--- src/rtl/single_ram_drain.sv ---
// Read-side drain for a valid-tagged slot RAM: polls slots in order through port B,
// streams each valid payload out and clears that slot's valid bit once it is captured.
module single_ram_drain #(
   parameter int unsigned PAYLOAD_BITS  = 32,
   parameter int unsigned NUM_ADDR_BITS = 7
) (
   input  logic                     clk,
   input  logic                     reset,
   input  logic                     en,
   output logic [NUM_ADDR_BITS-1:0] rd_addr,
   input  logic [PAYLOAD_BITS:0]    rd_dout,
   output logic                     clr_we,
   output logic [PAYLOAD_BITS:0]    clr_din,
   output logic [PAYLOAD_BITS-1:0]  dout,
   output logic                     dout_vld,
   input  logic                     dout_rdy,
   output logic [31:0]              drain_cnt
);

   localparam logic [1:0] IDLE    = 2'd0;
   localparam logic [1:0] RD_REQ  = 2'd1;
   localparam logic [1:0] RD_WAIT = 2'd2;
   localparam logic [1:0] HOLD    = 2'd3;

   localparam logic [NUM_ADDR_BITS-1:0] PtrOne = {{(NUM_ADDR_BITS-1){1'b0}}, 1'b1};

   logic [1:0]               state_q, state_d;
   logic [NUM_ADDR_BITS-1:0] ptr_q, ptr_d;
   logic [PAYLOAD_BITS-1:0]  dout_q, dout_d;
   logic                     dout_vld_q, dout_vld_d;
   logic [31:0]              cnt_q, cnt_d;
   logic                     out_free;
   logic                     slot_valid;
   logic                     capture;

   // The output register can take a new entry if empty or if it drains this same cycle.
   assign out_free   = ~dout_vld_q | dout_rdy;
   assign slot_valid = rd_dout[PAYLOAD_BITS];
   assign capture    = (state_q == RD_WAIT) & slot_valid & out_free;

   always_comb begin
      state_d    = state_q;
      ptr_d      = ptr_q;
      cnt_d      = cnt_q;
      dout_d     = dout_q;
      dout_vld_d = dout_vld_q & ~dout_rdy;
      case (state_q)
         IDLE: begin
            if (en) state_d = RD_REQ;
         end
         RD_REQ: begin
            state_d = en ? RD_WAIT : IDLE;
         end
         RD_WAIT: begin
            if (capture) begin
               dout_d     = rd_dout[PAYLOAD_BITS-1:0];
               dout_vld_d = 1'b1;
               ptr_d      = ptr_q + PtrOne;
               cnt_d      = cnt_q + 32'd1;
               state_d    = en ? RD_REQ : IDLE;
            end else if (slot_valid) begin
               state_d = HOLD;
            end else begin
               state_d = en ? RD_REQ : IDLE;
            end
         end
         HOLD: begin
            // Nothing is cached here; RD_REQ re-reads the slot once the output frees.
            if (!en) begin
               state_d = IDLE;
            end else if (out_free) begin
               state_d = RD_REQ;
            end
         end
         default: state_d = IDLE;
      endcase
   end

   always_ff @(posedge clk or negedge reset) begin
      if (!reset) begin
         state_q    <= IDLE;
         ptr_q      <= '0;
         dout_q     <= '0;
         dout_vld_q <= 1'b0;
         cnt_q      <= '0;
      end else begin
         state_q    <= state_d;
         ptr_q      <= ptr_d;
         dout_q     <= dout_d;
         dout_vld_q <= dout_vld_d;
         cnt_q      <= cnt_d;
      end
   end

   assign rd_addr   = ptr_q;
   assign clr_we    = capture;
   assign clr_din   = '0;
   assign dout      = dout_q;
   assign dout_vld  = dout_vld_q;
   assign drain_cnt = cnt_q;

endmodule

--- config.mk ---
export PLATFORM = sky130hd
export DESIGN_NAME = single_ram_drain
export DESIGN_NICKNAME = d
export VERILOG_FILES = /design/src/rtl/single_ram_drain.sv
export SDC_FILE = /design/constraint.sdc
export NUM_CORES = 1
export LEC_CHECK = 0
export BUFFER_PORTS_ARGS = -buffer_cell sky130_fd_sc_hd__buf_4
export CORE_MARGIN = 8
export CORE_UTILIZATION = 53
export CTS_BUF_LIST = sky130_fd_sc_hd__clkbuf_4
export CTS_CLUSTER_DIAMETER = 150
export DETAILED_ROUTE_END_ITERATION = 8
export HOLD_SLACK_MARGIN = 0.15
export PLACE_DENSITY = 0.95
export SLEW_MARGIN = 20
export SYNTH_ARGS = -nofsm -noshare
export SYNTH_HDL_FRONTEND = slang
export SYNTH_SLANG_ARGS = --single-unit
--- constraint.sdc ---
create_clock -name clk -period 2.88 [get_ports clk]
set_input_delay 0.288 -clock clk [delete_from_list [all_inputs] [get_ports clk]]
set_output_delay 0.288 -clock clk [all_outputs]
set_load 0.03 [all_outputs]
==> impl_metrics.csv <==
group,metric,value,unit
run_status,outcome,"finished clean",
timing,timing_worst_slew_pin_value,0.9117,ns
cells_and_area,insertedDiodeCount,0,
clocking,worst_skew_late_latency,0.40,ns
place,dpl_cell_area,4155,sq um
setup_path,worst_ep_arrival_time,2.02,ns
timing,final_min_period_over_clock_period,80.19,%
yosys,post-synth-top-area-fraction,54.31,%
die,floorplan.die.width,96.21,um
place,gp_congestion,0.8676,
timing,timing.final.hold_violations,0,
timing,count_of_endpoints_failing_setup_in_the_final_report,0,
drt,number_of_detailed_route_iterations_in_the_first_pass,4,
cells_and_area,nNetsFinal,459,
drt,drcViolationCount,0,
timing,final-max-slew-violation-count,0,
setup_path,reg2reg_slack,0.76,ns
yosys,synth_area_per_cell,12.40,sq um
cells_and_area,syn2layout_area_growth,35.74,%
clocking,cts_root_buf,"sky130_fd_sc_hd__clkbuf_4",
timing,rsz0062_at_grt,"false",
place,dp_hpwl,5821,um
timing,timing.clock.skew,0.01556,ns
die,design.die.area,9255,sq um
yosys,postSynthRegisterBits,74,
clocking,cts_setup_buffers,0,
die,floorplan.initialDensity,54.32,%
yosys,synth_top_cells_by_area,"sky130_fd_sc_hd__dfrtp_1 (54%), sky130_fd_sc_hd__mux2_2 (11%), sky130_fd_sc_hd__buf_4 (7.3%), sky130_fd_sc_hd__xor2_1 (5.7%), sky130_fd_sc_hd__xnor2_1 (3.9%)",
die,ios,143,
global_route,grt_max_degree,75,
yosys,synthCells,275,
global_route,grt_util_all_layers,17.68,%
cells_and_area,nFillCells,462,
cells_and_area,stdcell_area,4628,sq um
timing,slew-limit-headroom,39.22,%
global_route,antenna_found_initial,0,
drt,route.antenna.remaining_nets,0,
global_route,total_congestion_overflow,0,
clocking,clock_path_buffers,2,
die,placeableCoreArea,6277,sq um
timing,min_period,2.310,ns
run,max-cap-violations,0,
yosys,synth_warnings,0,
clocking,clk_transition_reported_paths,0.10,ns
die,row_count,29,
die,die_h,96.21,um
global_route,busiest_layer,"met2",
clocking,cts_buffers,9,
drt,post_drt_via_cell_ratio,5.090,
place,place.port_buffers,109,
setup_path,worst_ep_required_time,2.59,ns
drt,wl_per_cell,16.43,um
timing,achievable-frequency,0.4330,GHz
clocking,cts_tree,"done",
yosys,sequential_to_total_area_share_from_yosys_stat,54.31,%
drt,vias,2555,
power_and_ir_drop,power.density,724.7,nW/um^2
setup_path,criticalPathCategory,"flop to output port",
cells_and_area,fraction_of_layout_cells_with_a_size_suffix_above_1,39.53,%
worst_hold_path,hold_path.class,"input pin to flop",
global_route,grt_pass1_vias,2688,
drt,dr.first_iter.drc_count,89,
setup_path,critical_path_peak_fanout,44,
global_route,grt_pass1_wl,12700,um
global_route,use_met1,20.03,%
drt,postRouteWirelength,8248,um
yosys,synth_top_area_cell,"sky130_fd_sc_hd__dfrtp_1",
power_and_ir_drop,vdd_ir_drop_max,0.0005779,V
yosys,number_of_different_library_cells_in_the_post_synthesis_netlist,31,
clocking,htree_levels,3,
power_and_ir_drop,p_leak,2.342,nW
yosys,synthesis.area,3410,sq um
clocking,tritoncts_num_sinks,74,
setup_path,worstSetupStartpointType,"flop",
global_route,gr-usage-met2,30.14,%
timing,finalSetupTns,0,ns
global_route,groute.layer.met3.usage,5.538,%
setup_path,crit_path_end_kind,"output port",
## worst max-delay path: stages, from the launching register on
cell	delay, ns
sky130_fd_sc_hd__dfrtp_1	0.43
sky130_fd_sc_hd__and3b_1	0.32
sky130_fd_sc_hd__and2_2	0.17
sky130_fd_sc_hd__buf_4	0.44
sky130_fd_sc_hd__buf_4	0.26
## logic make-up (layout without fill, tap and decap cells)
family	count (synthesis)	count (layout)	synth area share (%)
xor+xnor	37	37	9.505
other cells	1	33	0.1100
flops	74	74	54.31
simple gates	76	76	14.28
compound gates	3	3	0.4402
buf+inv	48	166	9.394
fa+ha+maj	2	2	0.7338
mux	34	34	11.23
## placed cells by master, fill, tap and decap left out, types with 3 or more instances in the layout
cell                            Yosys  routed
sky130_fd_sc_hd__nand4_1            9       9
sky130_fd_sc_hd__nand2_1           14      14
sky130_fd_sc_hd__xnor2_1           15      15
sky130_fd_sc_hd__mux2_2            34      34
sky130_fd_sc_hd__conb_1             1      33
sky130_fd_sc_hd__xor2_1            22      22
sky130_fd_sc_hd__nor4_2             5       5
sky130_fd_sc_hd__nor3_1            11      11
sky130_fd_sc_hd__and4_1             6       6
sky130_fd_sc_hd__inv_1              6       6
sky130_fd_sc_hd__nand3_1           11      11
sky130_fd_sc_hd__nor2_1             3       3
sky130_fd_sc_hd__clkbuf_4           0      12
sky130_fd_sc_hd__nor4_1             4       4
sky130_fd_sc_hd__dlygate4sd3_1      0      34
sky130_fd_sc_hd__dfrtp_1           74      74
sky130_fd_sc_hd__o21ai_0            3       3
sky130_fd_sc_hd__buf_4             33     110
## registers in the layout, indices dropped and copies added, names as in the netlist
signal	cells
state_q	2
dout	32
drain_cnt	32
dout_vld	1
rd_addr	7
## power breakdown
part           leakage [nW]  switching [mW]  internal, mW
Clock                0.0764           0.333         0.288
Sequential            0.934           0.163          1.27
Combinational          1.33           0.772         0.528
Total                  2.34            1.27          2.09
## synthesized netlist by cell type
master / n
sky130_fd_sc_hd__dfrtp_1: 74
sky130_fd_sc_hd__mux2_2: 34
sky130_fd_sc_hd__buf_4: 33
sky130_fd_sc_hd__xor2_1: 22
sky130_fd_sc_hd__xnor2_1: 15
sky130_fd_sc_hd__nand2_1: 14
sky130_fd_sc_hd__nand3_1: 11
sky130_fd_sc_hd__nor3_1: 11
sky130_fd_sc_hd__nand4_1: 9
sky130_fd_sc_hd__and4_1: 6
sky130_fd_sc_hd__buf_2: 6
sky130_fd_sc_hd__inv_1: 6
sky130_fd_sc_hd__nor4_2: 5
sky130_fd_sc_hd__nor4_1: 4
sky130_fd_sc_hd__and2_1: 3
sky130_fd_sc_hd__nor2_1: 3
sky130_fd_sc_hd__o21ai_0: 3
sky130_fd_sc_hd__and3_1: 2
sky130_fd_sc_hd__ha_1: 2
sky130_fd_sc_hd__and3b_1: 1
sky130_fd_sc_hd__buf_6: 1
sky130_fd_sc_hd__clkbuf_1: 1
sky130_fd_sc_hd__clkbuf_2: 1
sky130_fd_sc_hd__conb_1: 1
sky130_fd_sc_hd__nand2b_1: 1
sky130_fd_sc_hd__nand3_2: 1
sky130_fd_sc_hd__nand3b_1: 1
sky130_fd_sc_hd__nand4_2: 1
sky130_fd_sc_hd__nor3b_1: 1
sky130_fd_sc_hd__nor4_4: 1
sky130_fd_sc_hd__or4_4: 1
## worst paths after layout
path                                     from            end  cells after the start
worst max-delay path               state_q[0]         clr_we                      4
worst min-delay path              rd_dout[32]       dout_vld                      3
worst max register to register     state_q[0]  drain_cnt[17]                      4
worst min register to register  drain_cnt[31]  drain_cnt[31]                      1
max in group asynchronous               reset  drain_cnt[31]                      2
min in group asynchronous               reset  drain_cnt[17]                      2
## timing repair
action                                 in CTS  in global routing
setup endpoints to repair                   0                  0
hold buffers                               34                  0
endpoints found under the hold margin     107                  0
gates resized for setup                     0                  0
## metrics by stage
stage          worst slack (ns)  total power, mW  hold slack (ns)  utilization, %  cells
3_3_place_gp             0.9793            2.665           0.4647           66.19    452
4_1_cts                  0.5371            3.374           0.1692           73.73    502
2_1_floorplan            0.9849            2.214        -0.007591               -    307
3_5_place_dp             0.7869            2.714           0.4648           66.19    452
5_1_grt                  0.4281            3.505           0.1728           73.73    502
6_report                 0.5704            3.354           0.1912           73.73    502
## layer usage
layer / vias up / wire length (um) / part of all wire [%]
li1: 1174 / - / -
met1: 1262 / 3107 / 38
met2: 100 / 4180 / 51
met3: 19 / 789 / 9.6
met4: 0 / 171 / 2.1
met5: - / 0 / 0
## final cells by class
| type | count | area [sq um] | area share, % |
|---|---|---|---|
| Sequential cell | 74 | 1852 | 40.01 |
| Multi-Input combinational cell | 185 | 1359 | 29.36 |
| Timing Repair Buffer | 144 | 1166 | 25.20 |
| Tap cell | 77 | 96.34 | 2.082 |
| Clock buffer | 12 | 90.09 | 1.946 |
| Clock inverter | 4 | 42.54 | 0.9192 |
| Inverter | 6 | 22.52 | 0.4866 |
Note: power is estimated with default switching activity, not from simulation.
